## src/rtl/spi_blink_slave.sv

```systemverilog
// SPI mode-0 register responder plus programmable LED blinker, all in the sys_clk domain.
// Optional macro SPI_BLINK_ERRCNT_EN adds a saturating aborted-frame counter (ERRCNT, 0x03).
module spi_blink_slave #(
    parameter logic [7:0]  ID_VALUE  = 8'hA5,
    parameter int unsigned DIV_SHIFT = 16
) (
    input  logic sys_clk_i,
    input  logic sys_rst_i,
    input  logic spi_sclk_i,
    input  logic spi_cs_n_i,
    input  logic spi_mosi_i,
    output logic spi_miso_o,
    output logic led_o,
    output logic frame_done_o
);

    // state | meaning
    // IDLE  | waiting for cs_n to fall; MISO held low
    // CMD   | shifting in R/nW + 7-bit address
    // DATA  | shifting data in (write) and register value out (read)
    // DONE  | frame complete; SCLK ignored until cs_n rises
    typedef enum logic [1:0] {
        ST_IDLE,
        ST_CMD,
        ST_DATA,
        ST_DONE
    } state_t;

    logic [2:0]  sclk_q;
    logic [2:0]  cs_n_q;
    logic [1:0]  mosi_q;
    logic        sclk_rise;
    logic        sclk_fall;
    logic        cs_fall;
    logic        cs_rise;
    logic        mosi_s;

    state_t      state_q, state_d;
    logic [2:0]  bit_cnt_q, bit_cnt_d;
    logic [6:0]  shift_in_q, shift_in_d;
    logic [7:0]  shift_out_q, shift_out_d;
    logic        rnw_q, rnw_d;
    logic [6:0]  addr_q, addr_d;
    logic        miso_q, miso_d;
    logic        frame_done_q, frame_done_d;
    logic        reg_wr;
    logic [7:0]  rx_byte;
    logic [7:0]  rd_data;

    logic [1:0]  ctrl_q;
    logic [7:0]  div_q;
    logic [7:0]  frames_q;
    logic        div_wr;

    logic [7:0]  div_eff;
    logic [23:0] half_period;
    logic [23:0] term_cnt;
    logic [23:0] blink_cnt_q;
    logic        phase_q;

    always_ff @(posedge sys_clk_i or posedge sys_rst_i) begin
        if (sys_rst_i) begin
            sclk_q <= 3'b000;
            cs_n_q <= 3'b111;
            mosi_q <= 2'b00;
        end else begin
            sclk_q <= {sclk_q[1:0], spi_sclk_i};
            cs_n_q <= {cs_n_q[1:0], spi_cs_n_i};
            mosi_q <= {mosi_q[0], spi_mosi_i};
        end
    end

    assign sclk_rise = sclk_q[1] & ~sclk_q[2];
    assign sclk_fall = ~sclk_q[1] & sclk_q[2];
    assign cs_fall   = ~cs_n_q[1] & cs_n_q[2];
    assign cs_rise   = cs_n_q[1] & ~cs_n_q[2];
    assign mosi_s    = mosi_q[1];
    assign rx_byte   = {shift_in_q, mosi_s};

`ifdef SPI_BLINK_ERRCNT_EN
    logic [7:0] errcnt_q;
    logic       err_inc;

    assign err_inc = cs_rise && ((state_q == ST_CMD) || (state_q == ST_DATA))
                     && (bit_cnt_q != 3'd0);

    always_ff @(posedge sys_clk_i or posedge sys_rst_i) begin
        if (sys_rst_i) begin
            errcnt_q <= 8'h00;
        end else if (err_inc && (errcnt_q != 8'hFF)) begin
            errcnt_q <= errcnt_q + 8'd1;
        end
    end
`endif

    // Read data is looked up from the address bits as they complete, so it is ready at the CMD->DATA edge.
    always_comb begin
        rd_data = 8'h00;
        case (rx_byte[6:0])
            7'h00:   rd_data = {6'b000000, ctrl_q};
            7'h01:   rd_data = div_q;
            7'h02:   rd_data = frames_q;
`ifdef SPI_BLINK_ERRCNT_EN
            7'h03:   rd_data = errcnt_q;
`endif
            7'h7F:   rd_data = ID_VALUE;
            default: rd_data = 8'h00;
        endcase
    end

    always_comb begin
        state_d      = state_q;
        bit_cnt_d    = bit_cnt_q;
        shift_in_d   = shift_in_q;
        shift_out_d  = shift_out_q;
        rnw_d        = rnw_q;
        addr_d       = addr_q;
        miso_d       = miso_q;
        frame_done_d = 1'b0;
        reg_wr       = 1'b0;
        case (state_q)
            ST_IDLE: begin
                miso_d    = 1'b0;
                bit_cnt_d = 3'd0;
                if (cs_fall) begin
                    state_d = ST_CMD;
                end
            end
            ST_CMD: begin
                if (cs_rise) begin
                    state_d = ST_IDLE;
                end else if (sclk_rise) begin
                    shift_in_d = rx_byte[6:0];
                    bit_cnt_d  = bit_cnt_q + 3'd1;
                    if (bit_cnt_q == 3'd7) begin
                        rnw_d       = rx_byte[7];
                        addr_d      = rx_byte[6:0];
                        shift_out_d = rx_byte[7] ? rd_data : 8'h00;
                        state_d     = ST_DATA;
                    end
                end
            end
            ST_DATA: begin
                if (cs_rise) begin
                    state_d = ST_IDLE;
                end else begin
                    if (sclk_fall) begin
                        miso_d      = shift_out_q[7];
                        shift_out_d = {shift_out_q[6:0], 1'b0};
                    end
                    if (sclk_rise) begin
                        shift_in_d = rx_byte[6:0];
                        bit_cnt_d  = bit_cnt_q + 3'd1;
                        if (bit_cnt_q == 3'd7) begin
                            reg_wr       = ~rnw_q;
                            frame_done_d = 1'b1;
                            state_d      = ST_DONE;
                        end
                    end
                end
            end
            ST_DONE: begin
                if (cs_rise) begin
                    state_d = ST_IDLE;
                end
            end
            default: state_d = ST_IDLE;
        endcase
    end

    always_ff @(posedge sys_clk_i or posedge sys_rst_i) begin
        if (sys_rst_i) begin
            state_q      <= ST_IDLE;
            bit_cnt_q    <= 3'd0;
            shift_in_q   <= 7'd0;
            shift_out_q  <= 8'h00;
            rnw_q        <= 1'b0;
            addr_q       <= 7'd0;
            miso_q       <= 1'b0;
            frame_done_q <= 1'b0;
        end else begin
            state_q      <= state_d;
            bit_cnt_q    <= bit_cnt_d;
            shift_in_q   <= shift_in_d;
            shift_out_q  <= shift_out_d;
            rnw_q        <= rnw_d;
            addr_q       <= addr_d;
            miso_q       <= miso_d;
            frame_done_q <= frame_done_d;
        end
    end

    assign div_wr = reg_wr && (addr_q == 7'h01);

    always_ff @(posedge sys_clk_i or posedge sys_rst_i) begin
        if (sys_rst_i) begin
            ctrl_q   <= 2'b00;
            div_q    <= 8'h10;
            frames_q <= 8'h00;
        end else begin
            if (reg_wr && (addr_q == 7'h00)) begin
                ctrl_q <= rx_byte[1:0];
            end
            if (div_wr) begin
                div_q <= rx_byte;
            end
            if (frame_done_d) begin
                frames_q <= frames_q + 8'd1;
            end
        end
    end

    // DIV of zero is treated as one so the blink period never collapses.
    assign div_eff     = (div_q == 8'h00) ? 8'h01 : div_q;
    assign half_period = 24'(div_eff) << DIV_SHIFT;
    assign term_cnt    = half_period - 24'd1;

    always_ff @(posedge sys_clk_i or posedge sys_rst_i) begin
        if (sys_rst_i) begin
            blink_cnt_q <= 24'd0;
            phase_q     <= 1'b0;
        end else if (!ctrl_q[0]) begin
            blink_cnt_q <= 24'd0;
            phase_q     <= 1'b0;
        end else if (div_wr) begin
            blink_cnt_q <= 24'd0;
        end else if (blink_cnt_q == term_cnt) begin
            blink_cnt_q <= 24'd0;
            phase_q     <= ~phase_q;
        end else begin
            blink_cnt_q <= blink_cnt_q + 24'd1;
        end
    end

    assign spi_miso_o   = miso_q;
    assign frame_done_o = frame_done_q;
    assign led_o        = (phase_q & ctrl_q[0]) ^ ctrl_q[1];

endmodule

```

## config.mk

```make
export PLATFORM = sky130hd
export DESIGN_NAME = spi_blink_slave
export DESIGN_NICKNAME = d
export VERILOG_FILES = /design/src/rtl/spi_blink_slave.sv
export SDC_FILE = /design/constraint.sdc
export NUM_CORES = 1
export LEC_CHECK = 0
export ABC_AREA = 1
export ABC_CLOCK_PERIOD_IN_PS = 5100
export BUFFER_PORTS_ARGS = -buffer_cell sky130_fd_sc_hd__buf_2
export CORE_MARGIN = 2
export CORE_UTILIZATION = 39
export CTS_BUF_LIST = sky130_fd_sc_hd__clkbuf_8
export CTS_CLUSTER_SIZE = 8
export DETAILED_ROUTE_END_ITERATION = 10
export MAX_ROUTING_LAYER = met4
export PLACE_DENSITY = 0.62
export REMOVE_ABC_BUFFERS = 1
export SKIP_CTS_REPAIR_TIMING = 1
export SYNTH_ARGS = -nofsm -noshare
export SYNTH_HDL_FRONTEND = slang
export SYNTH_SLANG_ARGS = --single-unit
```

## constraint.sdc

```tcl
create_clock -name sys_clk_i -period 5.1 [get_ports sys_clk_i]
set_input_delay 0.255 -clock sys_clk_i [delete_from_list [all_inputs] [get_ports sys_clk_i]]
set_output_delay 0.255 -clock sys_clk_i [all_outputs]
set_load 0.05 [all_outputs]
```

==> results_dict.tcl <==
set metrics [dict create \
    p_sw_uw 497 \
    clk_latency_ns 0.35 \
    ys_seq_area_share_pct 49.0 \
    finClkSkew_ns 0.0131 \
    synth.cell_area_um2 4150 \
    p_int_uw 1110 \
    finalCriticalPeriod_ns 2.61 \
    status "completed" \
    drc 0 \
    cts_buffer_depth 2 \
    crit_family "simple AND/OR/NAND/NOR gates" \
    synth_top_area_share_pct 46.4 \
    area_delta_synth_final_pct 10.2 \
    first_iter_violations 169 \
    port_buffers 7 \
    synth_edf_count 0 \
    die_w_um 107 \
    die_y_um 107 \
    timing.setup.tns_ns 0 \
    async_reset_ff_share_pct 100 \
    numCtsBuffers 9 \
    critPathMaxStageDelay_ns 0.46 \
    fp.coreArea_um2 10300 \
    cap_violations 0 \
    power_density_nw_per_um2 352 \
    initial_utilization_pct 40.2 \
    power_uw 1610 \
    fillers 1005 \
    layout-drive-gt1-share_pct 8.67 \
    hold_viol_final 0 \
    crit_path_top_delay_cell "o21bai_4" \
    synth-main-ff-cell "dfrtp_1" \
    grt_max_degree 82 \
    die_area_um2 11500 \
    track_usage_pct 16.3 \
    ant_nets 0 \
    layout.nets 530 \
    fin_util_pct 44.3 \
    startpoint_type "flop" \
    cp-end-kind "flop" \
    antenna_found_initial 0 \
    grt.overflow.total 0 \
    ys_types 32 \
    peakVddDrop_mv 0.184 \
    netSwitchingFraction_pct 30.9 \
    hold_class "input pin to flop" \
    vias 3194 \
    cts.sinks 81 \
    crit_fanout 21 \
    pwr-share-seq_pct 47.8 \
    syn_avg_cell_area_um2 8.31 \
    synth-warning-count 0 \
    grt_pass1_vias 3215 \
    slew_viol_final 0 \
    clk_pin_slew_worst_paths_ns 0.08 \
    synth.ff_latch_count 81 \
    viasPerCell 4.88 \
    cts_tree "built" \
    firstDrtPassIters 4 \
    power_frac_comb_pct 19.5 \
    rows 37 \
    p_leak_uw 0.00206 \
    relSlewSlack_pct 30.3 \
    required_ns 5.31 \
    rsz0062_at_grt "false" \
    wl_per_cell_um 12.4 \
    synth_area_leaders "dfrtp_1 (46%), nand2_1 (9.3%), inv_1 (6.0%)" \
    criticalPathCategory "flop to flop" \
    max_slew.worst_pin.slew_ns 1.05 \
    boundaryPins 8 \
    hpwlAfterDp_um 6020 \
    worstPathArrival_ns 2.82 \
    antenna-diode-count 0 \
    crit_buf_inv 1 \
    crit_chain "nor2_1, nand2_1, nor2_2, nor2_4, ha_1, inv_1, nand2_1, nand3_1, nand2_1, nor2_1, nand3_1, nor2_1, nand2_1, o21bai_4, nor2_1" \
    htreeDepth 3 \
    fmax_mhz 382 \
    grt_pass1_wl_um 14500 \
    wl_um 8150 \
    synth_cells 499 \
    fin_crit_sh_pct 51.3 \
    synth_top_area_cell "dfrtp_1" \
    clock-root-buffer "clkbuf_8" \
    setup_viol_count_final 0 \
    gp_congestion 0.873 \
    clockPowerShare_pct 32.7 \
]
-- cells in the final DEF (no fill, tap or decap), types with 10 or more instances in the layout --
cell type    n
a21oi_1     17
clkbuf_8    10
dfrtp_1     77
ha_1        11
inv_1       65
nand2_1    103
nand3_1     24
nand4_1     11
nor2_1      65
nor3_1      19
o21ai_0     33
o22ai_1     11
xor2_1      19
-- cell type report --
| cell class | instances | area (µm²) | area share, % |
|---|---|---|---|
| sequential | 81 | 2030 | 44.4 |
| multi-input combinational | 346 | 1830 | 40.1 |
| inverter | 66 | 249 | 5.44 |
| tap | 136 | 170 | 3.72 |
| clock buffer | 10 | 138 | 3.01 |
| clock inverter | 6 | 90.1 | 1.97 |
| timing repair buffer | 10 | 62.6 | 1.37 |
-- registers in the layout, indices dropped and copies added, names as in the netlist --
name	flops
phase_q	1
rnw_q	1
bit_cnt_q	3
spi_miso_o	1
ctrl_q	2
shift_out_q	8
state_q	2
mosi_q	2
frames_q	8
addr_q	7
div_q	8
cs_n_q	3
sclk_q	3
frame_done_o	1
blink_cnt_q	24
shift_in_q	7
-- metal layers --
layer | up-vias | GRT usage (%) | part of all wire (%)
li1 | 1649 | - | -
met1 | 1500 | 20.0 | 49
met2 | 35 | 26.4 | 47
met3 | 10 | 3.71 | 2.7
met4 | 0 | 5.66 | 1.8
met5 | - | - | 0
-- through the flow --
step	instances	setup slack, ns	area (µm²)	hold WS [ns]
2_1_floorplan	493	2.77	4110	0.259
3_3_place_gp	637	2.56	4330	0.337
3_5_place_dp	637	2.50	4330	0.340
4_1_cts	653	2.47	4550	-0.0257
5_1_grt	655	2.13	4570	0.00590
6_report	655	2.49	4570	0.0158
-- final timing paths --
check / start / to / slack, ns / depth (start not counted)
worst max-delay path: div_q[5] / blink_cnt_q[4] / 2.49 / 15
worst min-delay path: spi_mosi_i / mosi_q[0] / 0.02 / 1
worst max register to register: div_q[5] / blink_cnt_q[4] / 2.49 / 15
worst min register to register: sclk_q[0] / sclk_q[1] / 0.36 / 0
max in group asynchronous: sys_rst_i / phase_q / 4.21 / 3
min in group asynchronous: sys_rst_i / shift_in_q[3] / 0.16 / 3
-- kinds of logic after synthesis --
logic type / after synthesis / share of synthesized area (%)
multiplexers: 1 / 0.271
buffers and inverters: 72 / 6.88
AO/OA/AOI/OAI: 71 / 9.86
AND/OR/NAND/NOR: 238 / 25.4
adder cells (fa/ha/maj): 11 / 3.32
flip-flops: 81 / 49.0
XOR/XNOR: 25 / 5.28
-- power by group through the flow --
stage | Combinational (µW) | Clock [µW] | Sequential (µW)
global placement | 304 | 0 | 776
finish | 313 | 526 | 768
floorplan | 235 | 0 | 774
CTS | 315 | 546 | 768
global route | 358 | 575 | 778
detailed placement | 312 | 0 | 780
-- synth_stat cells (3+ instances only) --
cell and number:
a21oi_1 17, clkbuf_1 4, dfrtp_1 77, dfstp_2 4, ha_1 11, inv_1 66, nand2_1 103, nand3_1 24
nand3_2 3, nand4_1 11, nor2_1 65, nor2_2 6, nor3_1 19, o21ai_0 33, o22ai_1 11, xnor2_1 6
xor2_1 19
No activity file was read; power rests on OpenSTA's default activity.
